File: src/rtl/scic_io_port_if.sv
// ---------------------------------------------------------------------------
// scic_io_port_if
// Register-access bus between a host and scic_io_port.
//   io_addr  : register select (0 SWITCH, 1 LED, 2 STATUS, 3 COUNT)
//   io_rd    : one-cycle read strobe
//   io_wr    : one-cycle write strobe
//   io_wdata : write data
//   io_rdata : read data, valid while io_ready is high, zero otherwise
//   io_ready : one-cycle completion pulse, the cycle after a strobe
// ---------------------------------------------------------------------------
interface scic_io_port_if;
    logic [1:0]  io_addr;
    logic        io_rd;
    logic        io_wr;
    logic [31:0] io_wdata;
    logic [31:0] io_rdata;
    logic        io_ready;

    modport master (
        output io_addr,
        output io_rd,
        output io_wr,
        output io_wdata,
        input  io_rdata,
        input  io_ready
    );

    modport slave (
        input  io_addr,
        input  io_rd,
        input  io_wr,
        input  io_wdata,
        output io_rdata,
        output io_ready
    );
endinterface

File: src/rtl/scic_io_port.sv
// ---------------------------------------------------------------------------
// scic_io_port
// Debounced switch inputs and registered LED outputs behind a small
// four-register bus, with a sticky change flag, a change counter and a
// level interrupt.
//   clock    : single clock, all state on the rising edge
//   reset    : asynchronous, active-high reset
//   switches : raw asynchronous switch levels
//   LEDs     : registered LED drive
//   irq      : level interrupt, CHANGED & IRQ_EN
//   io       : register bus (slave side), see scic_io_port_if
// Register map:
//   0 SWITCH : debounced levels, read only
//   1 LED    : LED drive, R/W
//   2 STATUS : bit0 CHANGED (sticky, write 1 clears), bit1 IRQ_EN (R/W)
//   3 COUNT  : 16-bit change counter, R/W, wraps
// ---------------------------------------------------------------------------
module scic_io_port #(
    parameter int SW_WIDTH        = 4,
    parameter int LED_WIDTH       = 4,
    parameter int DEBOUNCE_CYCLES = 4
) (
    input  logic                 clock,
    input  logic                 reset,
    input  logic [SW_WIDTH-1:0]  switches,
    output logic [LED_WIDTH-1:0] LEDs,
    output logic                 irq,
    scic_io_port_if.slave        io
);

    // The counter only ever holds 0..DEBOUNCE_CYCLES-1.
    localparam int CW = (DEBOUNCE_CYCLES < 2) ? 1 : $clog2(DEBOUNCE_CYCLES);
    localparam logic [CW-1:0] CNT_LAST = CW'(DEBOUNCE_CYCLES - 1);

    localparam logic [1:0] ADDR_SWITCH = 2'd0;
    localparam logic [1:0] ADDR_LED    = 2'd1;
    localparam logic [1:0] ADDR_STATUS = 2'd2;
    localparam logic [1:0] ADDR_COUNT  = 2'd3;

    logic [SW_WIDTH-1:0]          sync1_r;
    logic [SW_WIDTH-1:0]          sync2_r;
    logic [SW_WIDTH-1:0]          stable_r;
    logic [SW_WIDTH-1:0][CW-1:0]  cnt_r;
    logic [LED_WIDTH-1:0]         leds_r;
    logic                         changed_r;
    logic                         irq_en_r;
    logic [15:0]                  count_r;
    logic [31:0]                  rdata_r;
    logic                         ready_r;
    logic                         irq_r;

    logic [SW_WIDTH-1:0]          stable_nxt_s;
    logic [SW_WIDTH-1:0][CW-1:0]  cnt_nxt_s;
    logic                         change_s;
    logic                         strobe_s;
    logic                         wr_led_s;
    logic                         wr_status_s;
    logic                         wr_count_s;
    logic [31:0]                  read_val_s;
    logic [LED_WIDTH-1:0]         leds_nxt_s;
    logic                         changed_nxt_s;
    logic                         irq_en_nxt_s;
    logic [15:0]                  count_nxt_s;

    // Per-bit debounce: the Nth consecutive differing sample adopts the new level.
    always_comb begin
        stable_nxt_s = stable_r;
        cnt_nxt_s    = cnt_r;
        for (int i = 0; i < SW_WIDTH; i++) begin
            if (sync2_r[i] == stable_r[i]) begin
                cnt_nxt_s[i] = {CW{1'b0}};
            end else if (cnt_r[i] == CNT_LAST) begin
                stable_nxt_s[i] = sync2_r[i];
                cnt_nxt_s[i]    = {CW{1'b0}};
            end else begin
                cnt_nxt_s[i] = cnt_r[i] + CW'(1);
            end
        end
    end

    assign change_s    = (stable_nxt_s != stable_r);
    assign strobe_s    = io.io_rd | io.io_wr;
    assign wr_led_s    = io.io_wr && (io.io_addr == ADDR_LED);
    assign wr_status_s = io.io_wr && (io.io_addr == ADDR_STATUS);
    assign wr_count_s  = io.io_wr && (io.io_addr == ADDR_COUNT);

    // Read mux uses current register values, so a combined read+write returns pre-write data.
    always_comb begin
        read_val_s = 32'd0;
        case (io.io_addr)
            ADDR_SWITCH: read_val_s = {{(32-SW_WIDTH){1'b0}}, stable_r};
            ADDR_LED:    read_val_s = {{(32-LED_WIDTH){1'b0}}, leds_r};
            ADDR_STATUS: read_val_s = {30'd0, irq_en_r, changed_r};
            ADDR_COUNT:  read_val_s = {16'd0, count_r};
            default:     read_val_s = 32'd0;
        endcase
    end

    // Register-file next state; a new stable change beats a CHANGED clear,
    // while a COUNT write beats the increment.
    always_comb begin
        leds_nxt_s    = leds_r;
        changed_nxt_s = changed_r;
        irq_en_nxt_s  = irq_en_r;
        count_nxt_s   = count_r;
        if (wr_led_s) begin
            leds_nxt_s = io.io_wdata[LED_WIDTH-1:0];
        end else begin
            leds_nxt_s = leds_r;
        end
        if (change_s) begin
            changed_nxt_s = 1'b1;
        end else if (wr_status_s && io.io_wdata[0]) begin
            changed_nxt_s = 1'b0;
        end else begin
            changed_nxt_s = changed_r;
        end
        if (wr_status_s) begin
            irq_en_nxt_s = io.io_wdata[1];
        end else begin
            irq_en_nxt_s = irq_en_r;
        end
        if (wr_count_s) begin
            count_nxt_s = io.io_wdata[15:0];
        end else if (change_s) begin
            count_nxt_s = count_r + 16'd1;
        end else begin
            count_nxt_s = count_r;
        end
    end

    // Synchroniser, debounce state and stable register.
    always_ff @(posedge clock or posedge reset) begin
        if (reset) begin
            sync1_r  <= {SW_WIDTH{1'b0}};
            sync2_r  <= {SW_WIDTH{1'b0}};
            stable_r <= {SW_WIDTH{1'b0}};
            cnt_r    <= {(SW_WIDTH*CW){1'b0}};
        end else begin
            sync1_r  <= switches;
            sync2_r  <= sync1_r;
            stable_r <= stable_nxt_s;
            cnt_r    <= cnt_nxt_s;
        end
    end

    // Software-visible registers; irq is formed from the next flag values so it
    // tracks CHANGED & IRQ_EN with no additional cycle of delay.
    always_ff @(posedge clock or posedge reset) begin
        if (reset) begin
            leds_r    <= {LED_WIDTH{1'b0}};
            changed_r <= 1'b0;
            irq_en_r  <= 1'b0;
            count_r   <= 16'd0;
            irq_r     <= 1'b0;
        end else begin
            leds_r    <= leds_nxt_s;
            changed_r <= changed_nxt_s;
            irq_en_r  <= irq_en_nxt_s;
            count_r   <= count_nxt_s;
            irq_r     <= changed_nxt_s & irq_en_nxt_s;
        end
    end

    // Bus response: one-cycle ready with data, zero data otherwise.
    always_ff @(posedge clock or posedge reset) begin
        if (reset) begin
            ready_r <= 1'b0;
            rdata_r <= 32'd0;
        end else if (strobe_s) begin
            ready_r <= 1'b1;
            rdata_r <= read_val_s;
        end else begin
            ready_r <= 1'b0;
            rdata_r <= 32'd0;
        end
    end

    assign LEDs        = leds_r;
    assign irq         = irq_r;
    assign io.io_ready = ready_r;
    assign io.io_rdata = rdata_r;

endmodule

File: src/flat_wrapper.sv
// flat-port wrapper written by rule: the top's interface ports become plain ports
module scic_io_port_flat 
#(
    parameter int SW_WIDTH        = 4,
    parameter int LED_WIDTH       = 4,
    parameter int DEBOUNCE_CYCLES = 4
)
  (clock, reset, switches, LEDs, irq, io_io_addr, io_io_rd, io_io_wr, io_io_wdata, io_io_rdata, io_io_ready);
  scic_io_port_if io_i ();
  input  logic clock;
  input  logic reset;
  input  logic [SW_WIDTH-1:0] switches;
  output logic [LED_WIDTH-1:0] LEDs;
  output logic irq;
  input wire logic [$bits(io_i.io_addr)-1:0] io_io_addr;
  input wire logic [$bits(io_i.io_rd)-1:0] io_io_rd;
  input wire logic [$bits(io_i.io_wr)-1:0] io_io_wr;
  input wire logic [$bits(io_i.io_wdata)-1:0] io_io_wdata;
  output wire logic [$bits(io_i.io_rdata)-1:0] io_io_rdata;
  output wire logic [$bits(io_i.io_ready)-1:0] io_io_ready;
  assign io_i.io_addr = io_io_addr;
  assign io_i.io_rd = io_io_rd;
  assign io_i.io_wr = io_io_wr;
  assign io_i.io_wdata = io_io_wdata;
  assign io_io_rdata = io_i.io_rdata;
  assign io_io_ready = io_i.io_ready;
  scic_io_port #(.SW_WIDTH(SW_WIDTH), .LED_WIDTH(LED_WIDTH), .DEBOUNCE_CYCLES(DEBOUNCE_CYCLES)) u_core (.clock(clock), .reset(reset), .switches(switches), .LEDs(LEDs), .irq(irq), .io(io_i));
endmodule
File: config.mk
export PLATFORM = sky130hd
export DESIGN_NAME = scic_io_port_flat
export DESIGN_NICKNAME = d
export VERILOG_FILES = /design/src/rtl/scic_io_port_if.sv /design/src/rtl/scic_io_port.sv /design/src/flat_wrapper.sv
export SDC_FILE = /design/constraint.sdc
export NUM_CORES = 1
export LEC_CHECK = 0
export CAP_MARGIN = 20
export CORE_UTILIZATION = 49
export CTS_BUF_LIST = sky130_fd_sc_hd__clkbuf_8
export DETAILED_ROUTE_END_ITERATION = 6
export GPL_ROUTABILITY_DRIVEN = 0
export HOLD_SLACK_MARGIN = 0.03
export MAX_ROUTING_LAYER = met4
export PLACE_DENSITY = 0.83
export REMOVE_ABC_BUFFERS = 1
export SLEW_MARGIN = 20
export SYNTH_ARGS = -nofsm -noshare
export SYNTH_HDL_FRONTEND = slang
export SYNTH_SLANG_ARGS = --single-unit
export TNS_END_PERCENT = 10
File: constraint.sdc
create_clock -name clock -period 2.2 [get_ports clock]
set_input_delay 0.22 -clock clock [delete_from_list [all_inputs] [get_ports clock]]
set_output_delay 0.22 -clock clock [all_outputs]
set_load 0.02 [all_outputs]
Word-level counts from Yosys, hierarchy flattened
Index checks and enable logic that the tools add are counted.
{ "totals": {"mem_bits_ro": 0, "in_bits": 42, "reg_bits": 76, "latch_bits": 0, "elab_cells": 63, "output_inout_bits": 38, "mem_count": 0, "ramBits": 0} }
{ "classes": {"addsub": 5, "bitwise_logic": 2, "reduce_logical": 6, "n_div": 0, "multipliers": 0, "n_eq_ne": 12, "order_cmp": 0, "shift": 0, "muxes": 24} }
{ "ops": {"columns": ["operator", "n"], "rows": [
  ["case mux 32 bit (4 select lines)", 1],
  ["two-way mux 16 bit", 2],
  ["two-way mux 32 bit", 1],
  ["adder 16 x 1 -> 16 bit (second input constant)", 1],
  ["two-way mux 2 bit", 8],
  ["equality test 2 bit (second input constant)", 6],
  ["two-way mux 1 bit", 12],
  ["adder 2 x 1 -> 2 bit (second input constant)", 4],
  ["equality test 1 bit", 4],
  ["logical AND 1 bit", 4],
  ["!= test 4 bit", 1],
  ["equality test 2 x 1 -> 1 bit (second input constant)", 1],
  ["zero test 2 bit", 1],
  ["nonzero test 2 bit", 1],
  ["AND 1 bit", 1],
  ["OR 1 bit", 1]
]} }

Depth between registers and ports, before layout
Gate-level depths: netlist (run 1).
{ "depth": {"word_depth": 6, "depth_mapped": 6, "mapped_depth_nobuf": 5} }

Worst setup path after synthesis (run 1)
OpenSTA, ideal clock, no wires.
{ "synth_timing": {"kind": "register -> register", "from": "reg u_core.cnt_r[0] (netlist name)", "to": "reg u_core.count_r[1]", "arrival_time_ns": 1.450, "path_stages_with_launch": 7, "period_less_slack_ns": 1.586, "slack_ns": 0.614, "setup_ns": 0.136, "cell_sequence": "dfrtp_1 > ha_1 > a22oi_2 > buf_6 > nand2_1 > mux2i_1 > o21ai_0"} }
{ "synth_between": {"elab_chain_len": 5} }
{ "synth_lines": {"columns": ["item", "line", "source"], "rows": [
  ["from (decl)", "scic_io_port.sv:43", "logic [SW_WIDTH-1:0][CW-1:0] cnt_r;"],
  ["from (signal assigned)", "scic_io_port.sv:138", "cnt_r <= {(SW_WIDTH*CW){1'b0}};"],
  ["from (signal assigned)", "scic_io_port.sv:143", "cnt_r <= cnt_nxt_s;"],
  ["equality test 2 bit", "scic_io_port.sv:72", "end else if (cnt_r[i] == CNT_LAST) begin"],
  ["two-way mux 1 bit", "scic_io_port.sv:72", null],
  ["two-way mux 1 bit", "scic_io_port.sv:70", "if (sync2_r[i] == stable_r[i]) begin"],
  ["!= test 4 bit", "scic_io_port.sv:81", "assign change_s = (stable_nxt_s != stable_r);"],
  ["nonzero test 2 bit (no line)", null, null],
  ["to (signal assigned)", "scic_io_port.sv:160", "count_r <= count_nxt_s;"],
  ["to (decl)", "scic_io_port.sv:47", "logic [15:0] count_r;"]
]} }
Every way passes these cells.
A chain may end at the register's enable or synchronous reset.

Worst setup path in the final report (run 1)
{ "layout_timing": {"from": "reg u_core.stable_r[1]", "to": "reg u_core.count_r[1]"} }
{ "layout_between": {"elab_chain_len": 4, "elab_cells_between_ends": 5, "classes_between": "eq/ne: 2; mux: 2; reduce/logical: 1"} }
{ "layout_lines": {"columns": ["item", "line", "source"], "rows": [
  ["from (decl)", "scic_io_port.sv:42", "logic [SW_WIDTH-1:0] stable_r;"],
  ["from (signal assigned)", "scic_io_port.sv:137", "stable_r <= {SW_WIDTH{1'b0}};"],
  ["from (signal assigned)", "scic_io_port.sv:142", "stable_r <= stable_nxt_s;"],
  ["two-way mux 1 bit or equality test 1 bit (tied branches)", "scic_io_port.sv:72, scic_io_port.sv:70", null],
  ["two-way mux 1 bit", "scic_io_port.sv:70", null],
  ["!= test 4 bit (*)", "scic_io_port.sv:81", null],
  ["nonzero test 2 bit (no line) (*)", null, null]
]} }
Every way passes the cells marked *; elsewhere a longest branch is shown, timed or not.

==> results of run 1 <==
[cell type report]
cell class | count | area (um2)
Fill cell | 424 | 1990
Sequential cell | 60 | 1500
Multi-Input combinational cell | 156 | 1140
Timing Repair Buffer | 52 | 520
Clock buffer | 11 | 151
Tap cell | 72 | 90.1
Clock inverter | 5 | 60.1
Inverter | 3 | 11.3
[worst min path at each step]
stage | endpoint | cells past startpoint | slack, ns | startpoint
6_report | u_core.io.io_rdata[10] | 3 | 0.26 | reset
3_3_place_gp | u_core.sync2_r[3] | 0 | 0.33 | u_core.sync1_r[3]
2_1_floorplan | u_core.sync1_r[0] | 0 | 0.25 | switches[0]
4_1_cts | u_core.io.io_rdata[10] | 3 | 0.27 | reset
3_5_place_dp | u_core.sync2_r[1] | 0 | 0.34 | u_core.sync1_r[1]
5_1_grt | u_core.io.io_rdata[10] | 3 | 0.29 | reset
[registers in the layout (all words and copies together) (netlist names)]
register,count
u_core.count_r,16
u_core.io.io_rdata,16
u_core.cnt_r,8
u_core.LEDs,4
u_core.stable_r,4
u_core.sync1_r,4
u_core.sync2_r,4
u_core.changed_r,1
u_core.io.io_ready,1
u_core.irq,1
u_core.irq_en_r,1
[stage by stage]
step | setup slack [ns] | cells | cell area (um2)
2_1_floorplan | 0.398 | 219 | 2660
3_3_place_gp | 0.448 | 343 | 3270
3_5_place_dp | 0.420 | 343 | 3270
4_1_cts | 0.383 | 359 | 3480
5_1_grt | 0.201 | 359 | 3480
6_report | 0.389 | 359 | 3480
[power groups by stage]
stage	Clock [mW]	Combinational [mW]	Sequential [mW]
after floorplan	0	0.583	1.60
after global placement	0	0.901	1.57
after detailed placement	0	0.937	1.58
after CTS	1.03	0.943	1.57
after global routing	1.09	1.03	1.60
final	1.01	0.935	1.57
[kinds of logic after synthesis]
family | count (synthesis) | synth area share (%)
flops | 60 | 54.0
compound gates | 35 | 10.8
other cells | 1 | 0.135
simple gates | 69 | 13.3
mux | 13 | 6.17
xor+xnor | 18 | 6.48
fa+ha+maj | 5 | 2.25
buf+inv | 28 | 6.84
[critical path, delay by kind of cell (launching register included)]
family	cells	cell delay (ns)
AOI/OAI and AO/OA	2	0.72
muxes	1	0.15
xor gates and xnor gates	1	0.22
DFF	1	0.43
and+or+nand+nor	1	0.19
[metal layers]
layer  routed length (um)  share of wire, %  vias to the layer above  track usage [%]
met2                 2350                48                       60             28.3
met1                 2120                43                      850             23.1
met3                  257               5.3                       15             6.19
met5                    0                 0                        -                -
met4                  164               3.4                        0             11.7
li1                     -                 -                      860                -
[cell usage in the layout (no fill, tap or decap), types with 2 or more instances in the layout]
master / instances
clkbuf_8: 11
o21ai_1: 5
nor2_1: 12
nor2b_1: 2
a21oi_1: 9
xnor2_1: 14
ha_1: 5
and2_1: 16
inv_1: 2
buf_4: 4
a2111oi_2: 5
dfrtp_1: 60
a21boi_1: 2
nand3b_1: 2
a211oi_2: 3
a22oi_1: 2
clkdlybuf4s50_1: 47
o21ai_0: 5
conb_1: 16
and3_1: 3
nand2_1: 19
nor3b_1: 4
clkinv_4: 2
mux2_2: 10
xor2_2: 3
nand3_1: 6
==> results.py, run 1 <==
metrics = {
    "floorplan": {
        "dieArea_mm2": 0.00598,
        "die_h_um": 77.3,
        "core_area_mm2": 0.00547,
        "initial_core_util_pct": 50.8,
        "num_io_pins": 80,
        "die_width_um": 77.3,
        "rows": 27,
    },
    "synthesis": {
        "async_flop_share_pct": 100,
        "synth.distinct_cells": 40,
        "synth_area_mm2": 0.00278,
        "synth_flop_cell": "dfrtp_1",
        "yosys_warnings": 0,
        "yosys-top-cells-count": "60 x dfrtp_1, 19 x nand2_1, 17 x buf_4",
        "synth_edf_count": 0,
        "synth_seq_area_share_pct": 54.0,
        "ys_seq_elements": 60,
        "synth_area_leader_cell": "dfrtp_1",
        "synthCells": 229,
        "yosysMostFrequentCell": "dfrtp_1",
        "synth.area.top_cells": "dfrtp_1 54%, buf_4 4.6%, xnor2_1 4.4%, mux2_2 4.1%, and2_1 3.6%",
        "yosysTopAreaCellShare_pct": 54.0,
        "synth_area_per_cell_um2": 12.1,
    },
    "clock_network": {
        "cts_tree": "done",
        "cts.sinks": 60,
        "cts_buffers": 9,
        "root_buffer": "clkbuf_8",
        "cts_hold_buf": 0,
        "clk_pin_slew_worst_paths_ns": 0.07,
        "clock_latency_ns": 0.34,
        "cts.path.max_buffers": 2,
        "cts_setup_buffers": 0,
        "post_cts_resized": 0,
        "cts.htree.levels": 3,
    },
    "finish": {
        "nNetsFinal": 329,
        "drive_gt1_share_pct": 17.4,
        "diodes": 0,
        "area_growth_pct": 25.2,
        "finish.utilization_pct": 63.6,
    },
    "placement": {
        "dp_hpwl_um": 3460,
        "io_buffers": 47,
    },
    "sta": {
        "post-route-period-util_pct": 82.3,
        "slew_violations": 0,
        "max_slew_margin_pct": 60.5,
        "timing.fmax_ghz": 0.552,
        "setup_viol": 0,
        "tns_ns": 0,
        "tightest_slew_ns": 0.592,
        "whs_ns": 0.263,
        "rsz0062_at_grt": "false",
        "min_period_ns": 1.81,
        "fin_skew_ns": 0.00993,
        "finalHoldViolCount": 0,
    },
    "detailed_routing": {
        "drt_iter0_drc": 86,
        "drc_errors": 0,
        "wire_per_inst_um": 13.6,
        "postRouteAntennaNets": 0,
        "num_vias": 1785,
        "wirelength_um": 4900,
        "firstDrtPassIters": 4,
        "viasPerCell": 4.97,
    },
    "setup_path": {
        "path_class": "reg -> reg",
        "cp-startpoint": "u_core.stable_r[1]",
        "regToRegStartpoint": "u_core.stable_r[1]",
        "cpPeakStageDelay_ns": 0.54,
        "critPathLaunchType": "flip-flop",
        "reg2reg_to": "u_core.count_r[1]",
        "crit_path_cell_trace": "xor2_2 > a22oi_4 > nand2_1 > mux2i_1 > o21ai_0",
        "rr_worst_depth": 5,
        "crit_path_top_delay_cell": "a22oi_4",
        "crit_path_end": "u_core.count_r[1]",
        "endpoint_kind": "flip-flop",
        "cp.arrival_ns": 2.06,
        "path_max_fanout": 15,
        "regToRegSetupSlack_ns": 0.39,
        "cp.required_ns": 2.44,
    },
    "power_and_ir_drop": {
        "p_total_mw": 3.51,
        "combPwrFrac_pct": 26.6,
        "switchingPower_mw": 1.10,
        "leakagePower_nw": 1.47,
        "p_seq_share_pct": 44.7,
        "swShare_pct": 31.3,
        "power_density_mw_per_mm2": 1010,
        "p_int_mw": 2.41,
        "clockPowerShare_pct": 28.7,
        "peakVddDrop_mv": 0.628,
    },
    "grt": {
        "gr-usage-all-layers_pct": 19.3,
        "grt_max_degree": 61,
        "grt_pass1_vias": 1760,
        "antenna_found_initial": 0,
        "grt_pass1_wl_um": 8250,
        "grt-ovfl-total": 0,
    },
    "outcome": {
        "status": "finished clean",
    },
    "run": {
        "maxCapViolations": 0,
    },
    "hold_path": {
        "hold_class": "in -> async",
    },
}
(Power assumes the default switching activity.)
==> run 2: changes to the inputs <==
--- a/config.mk
+++ b/config.mk
@@ -6,13 +6,13 @@
 export NUM_CORES = 1
 export LEC_CHECK = 0
 export CAP_MARGIN = 20
-export CORE_UTILIZATION = 49
+export CORE_UTILIZATION = 44
 export CTS_BUF_LIST = sky130_fd_sc_hd__clkbuf_8
 export DETAILED_ROUTE_END_ITERATION = 6
 export GPL_ROUTABILITY_DRIVEN = 0
 export HOLD_SLACK_MARGIN = 0.03
 export MAX_ROUTING_LAYER = met4
-export PLACE_DENSITY = 0.83
+export PLACE_DENSITY = 0.79
 export REMOVE_ABC_BUFFERS = 1
 export SLEW_MARGIN = 20
 export SYNTH_ARGS = -nofsm -noshare
==> constraint.sdc (replaced) <==
create_clock -name clock -period 1.6 [get_ports clock]
set_input_delay 0.16 -clock clock [delete_from_list [all_inputs] [get_ports clock]]
set_output_delay 0.16 -clock clock [all_outputs]
set_load 0.02 [all_outputs]
==> results.py, run 2 (synthesized netlist as in run 1, its figures left out) <==
metrics = {
    "clock_network": {
        "cts.htree.levels": 3,
        "cts.sinks": 60,
        "cts_hold_buf": 0,
        "cts_tree": "done",
        "clock_latency_ns": 0.34,
        "clk_pin_slew_worst_paths_ns": 0.07,
        "root_buffer": "clkbuf_8",
        "cts_buffers": 9,
        "cts.path.max_buffers": 2,
    },
    "power_and_ir_drop": {
        "p_total_mw": 5.31,
        "leakagePower_nw": 1.62,
        "peakVddDrop_mv": 0.721,
        "power_density_mw_per_mm2": 1390,
    },
    "detailed_routing": {
        "firstDrtPassIters": 4,
        "postRouteAntennaNets": 0,
        "viasPerCell": 5.13,
        "drt_iter0_drc": 116,
        "wire_per_inst_um": 15.7,
        "num_vias": 2005,
        "wirelength_um": 6140,
        "drc_errors": 0,
    },
    "finish": {
        "nFillCells": 433,
        "nNetsFinal": 359,
        "area_growth_pct": 37.6,
        "mostFrequentLayoutCell": "dfrtp_1",
        "stdcell_count": 391,
        "diodes": 0,
        "fin_area_mm2": 0.00383,
        "drive_gt1_share_pct": 27.2,
        "layout_common_cells": "59 x dfrtp_1, 47 x clkdlybuf4s50_1, 29 x buf_4",
    },
    "setup_path": {
        "cp.required_ns": 1.81,
        "cpPeakStageDelay_ns": 0.41,
        "cp.arrival_ns": 1.94,
        "endpoint_kind": "flip-flop",
        "crit_path_cell_trace": "xor2_2 > buf_6 > a22oi_4 > nand2_2 > mux2i_1 > o21ai_1",
        "path_class": "reg -> reg",
        "critPathLaunchType": "flip-flop",
        "path_max_fanout": 8,
        "crit_path_top_delay_cell": "dfrtp_1",
        "regToRegSetupSlack_ns": -0.13,
    },
    "floorplan": {
        "die_width_um": 81.5,
        "dieArea_mm2": 0.00664,
        "num_io_pins": 80,
        "core_area_mm2": 0.00599,
        "die_h_um": 81.5,
        "initial_core_util_pct": 46.4,
        "rows": 28,
    },
    "sta": {
        "fin_skew_ns": 0.00786,
        "finalHoldViolCount": 0,
        "timing.fmax_ghz": 0.577,
        "post-route-period-util_pct": 108,
        "min_period_ns": 1.73,
        "slew_violations": 0,
        "setup_viol": 14,
        "rsz0062_at_grt": "true",
        "setup_slack_ns": -0.133,
    },
    "run": {
        "maxCapViolations": 0,
    },
    "hold_path": {
        "hold_class": "in -> async",
    },
    "placement": {
        "placed_area_mm2": 0.00348,
        "dp_hpwl_um": 3800,
        "io_buffers": 47,
        "dp_cells": 372,
    },
    "grt": {
        "gr-usage-all-layers_pct": 21.9,
        "grt_max_degree": 61,
        "grt_pass1_vias": 2048,
        "grt_pass1_wl_um": 10100,
        "antenna_found_initial": 0,
        "grt-ovfl-total": 0,
    },
    "outcome": {
        "failed_checks": "negative setup slack",
        "status": "complete, but fails checks",
    },
}
[run 2: cell type report]
type	instances	area, um2	area share, %
clock buffers	10	138	3.60
multi-input cells	157	1260	33.0
inverters	3	11.3	0.294
flip-flops and latches	60	1500	39.3
clock inverters	5	52.6	1.37
repair buffers	81	766	20.0
well taps	75	93.8	2.45
[run 2: per-stage QoR]
stage	utilization [%]	worst slack, ns	hold slack (ns)	setup TNS [ns]
5_1_grt	63.9	-0.193	0.236	-2.15
2_1_floorplan	-	-0.202	0.191	-5.07
3_5_place_dp	58.1	-0.163	0.338	-1.40
4_1_cts	63.3	-0.0910	0.224	-0.595
3_3_place_gp	58.1	-0.0933	0.334	-0.623
6_report	63.9	-0.133	0.207	-1.02
[run 2: power by group]
group	internal (mW)	total [mW]	switching, mW
Combinational	0.945	1.85	0.902
Clock	0.744	1.33	0.582
Sequential	1.86	2.14	0.278
[run 2: critical path, delay by kind of cell (launching register included)]
family          cells  cell delay [ns]
compound gates      2             0.50
buf+inv             1             0.14
flops               1             0.41
xor+xnor            1             0.19
mux                 1             0.21
simple gates        1             0.15
[run 2: timing repair]
item,4_1_cts,5_1_grt
buffers inserted,3,0
setup endpoints to repair,17,17
pin swaps,15,10
resized for setup,15,5
gates cloned,1,0
[run 2: layer usage]
metal  routed length, um  vias to the layer above  track usage, %  share of wire [%]
met1                2470                      996            25.5                 40
met3                 326                       19            6.11                5.3
li1                    -                      921               -                  -
met2                3140                       69            34.3                 51
met5                   0                        -               -                  0
met4                 201                        0            12.0                3.3
[run 2: path summary, 6_finish.rpt]
path / start / endpoint / cells past startpoint
worst max-delay path: u_core.sync2_r[3] / u_core.count_r[1] / 6
max in group asynchronous: reset / u_core.sync2_r[1] / 3
worst min register to register: u_core.sync1_r[1] / u_core.sync2_r[1] / 0
worst min-delay path: reset / u_core.count_r[9] / 3
worst max register to register: u_core.sync2_r[3] / u_core.count_r[1] / 6
min in group clock: switches[3] / u_core.sync1_r[3] / 1
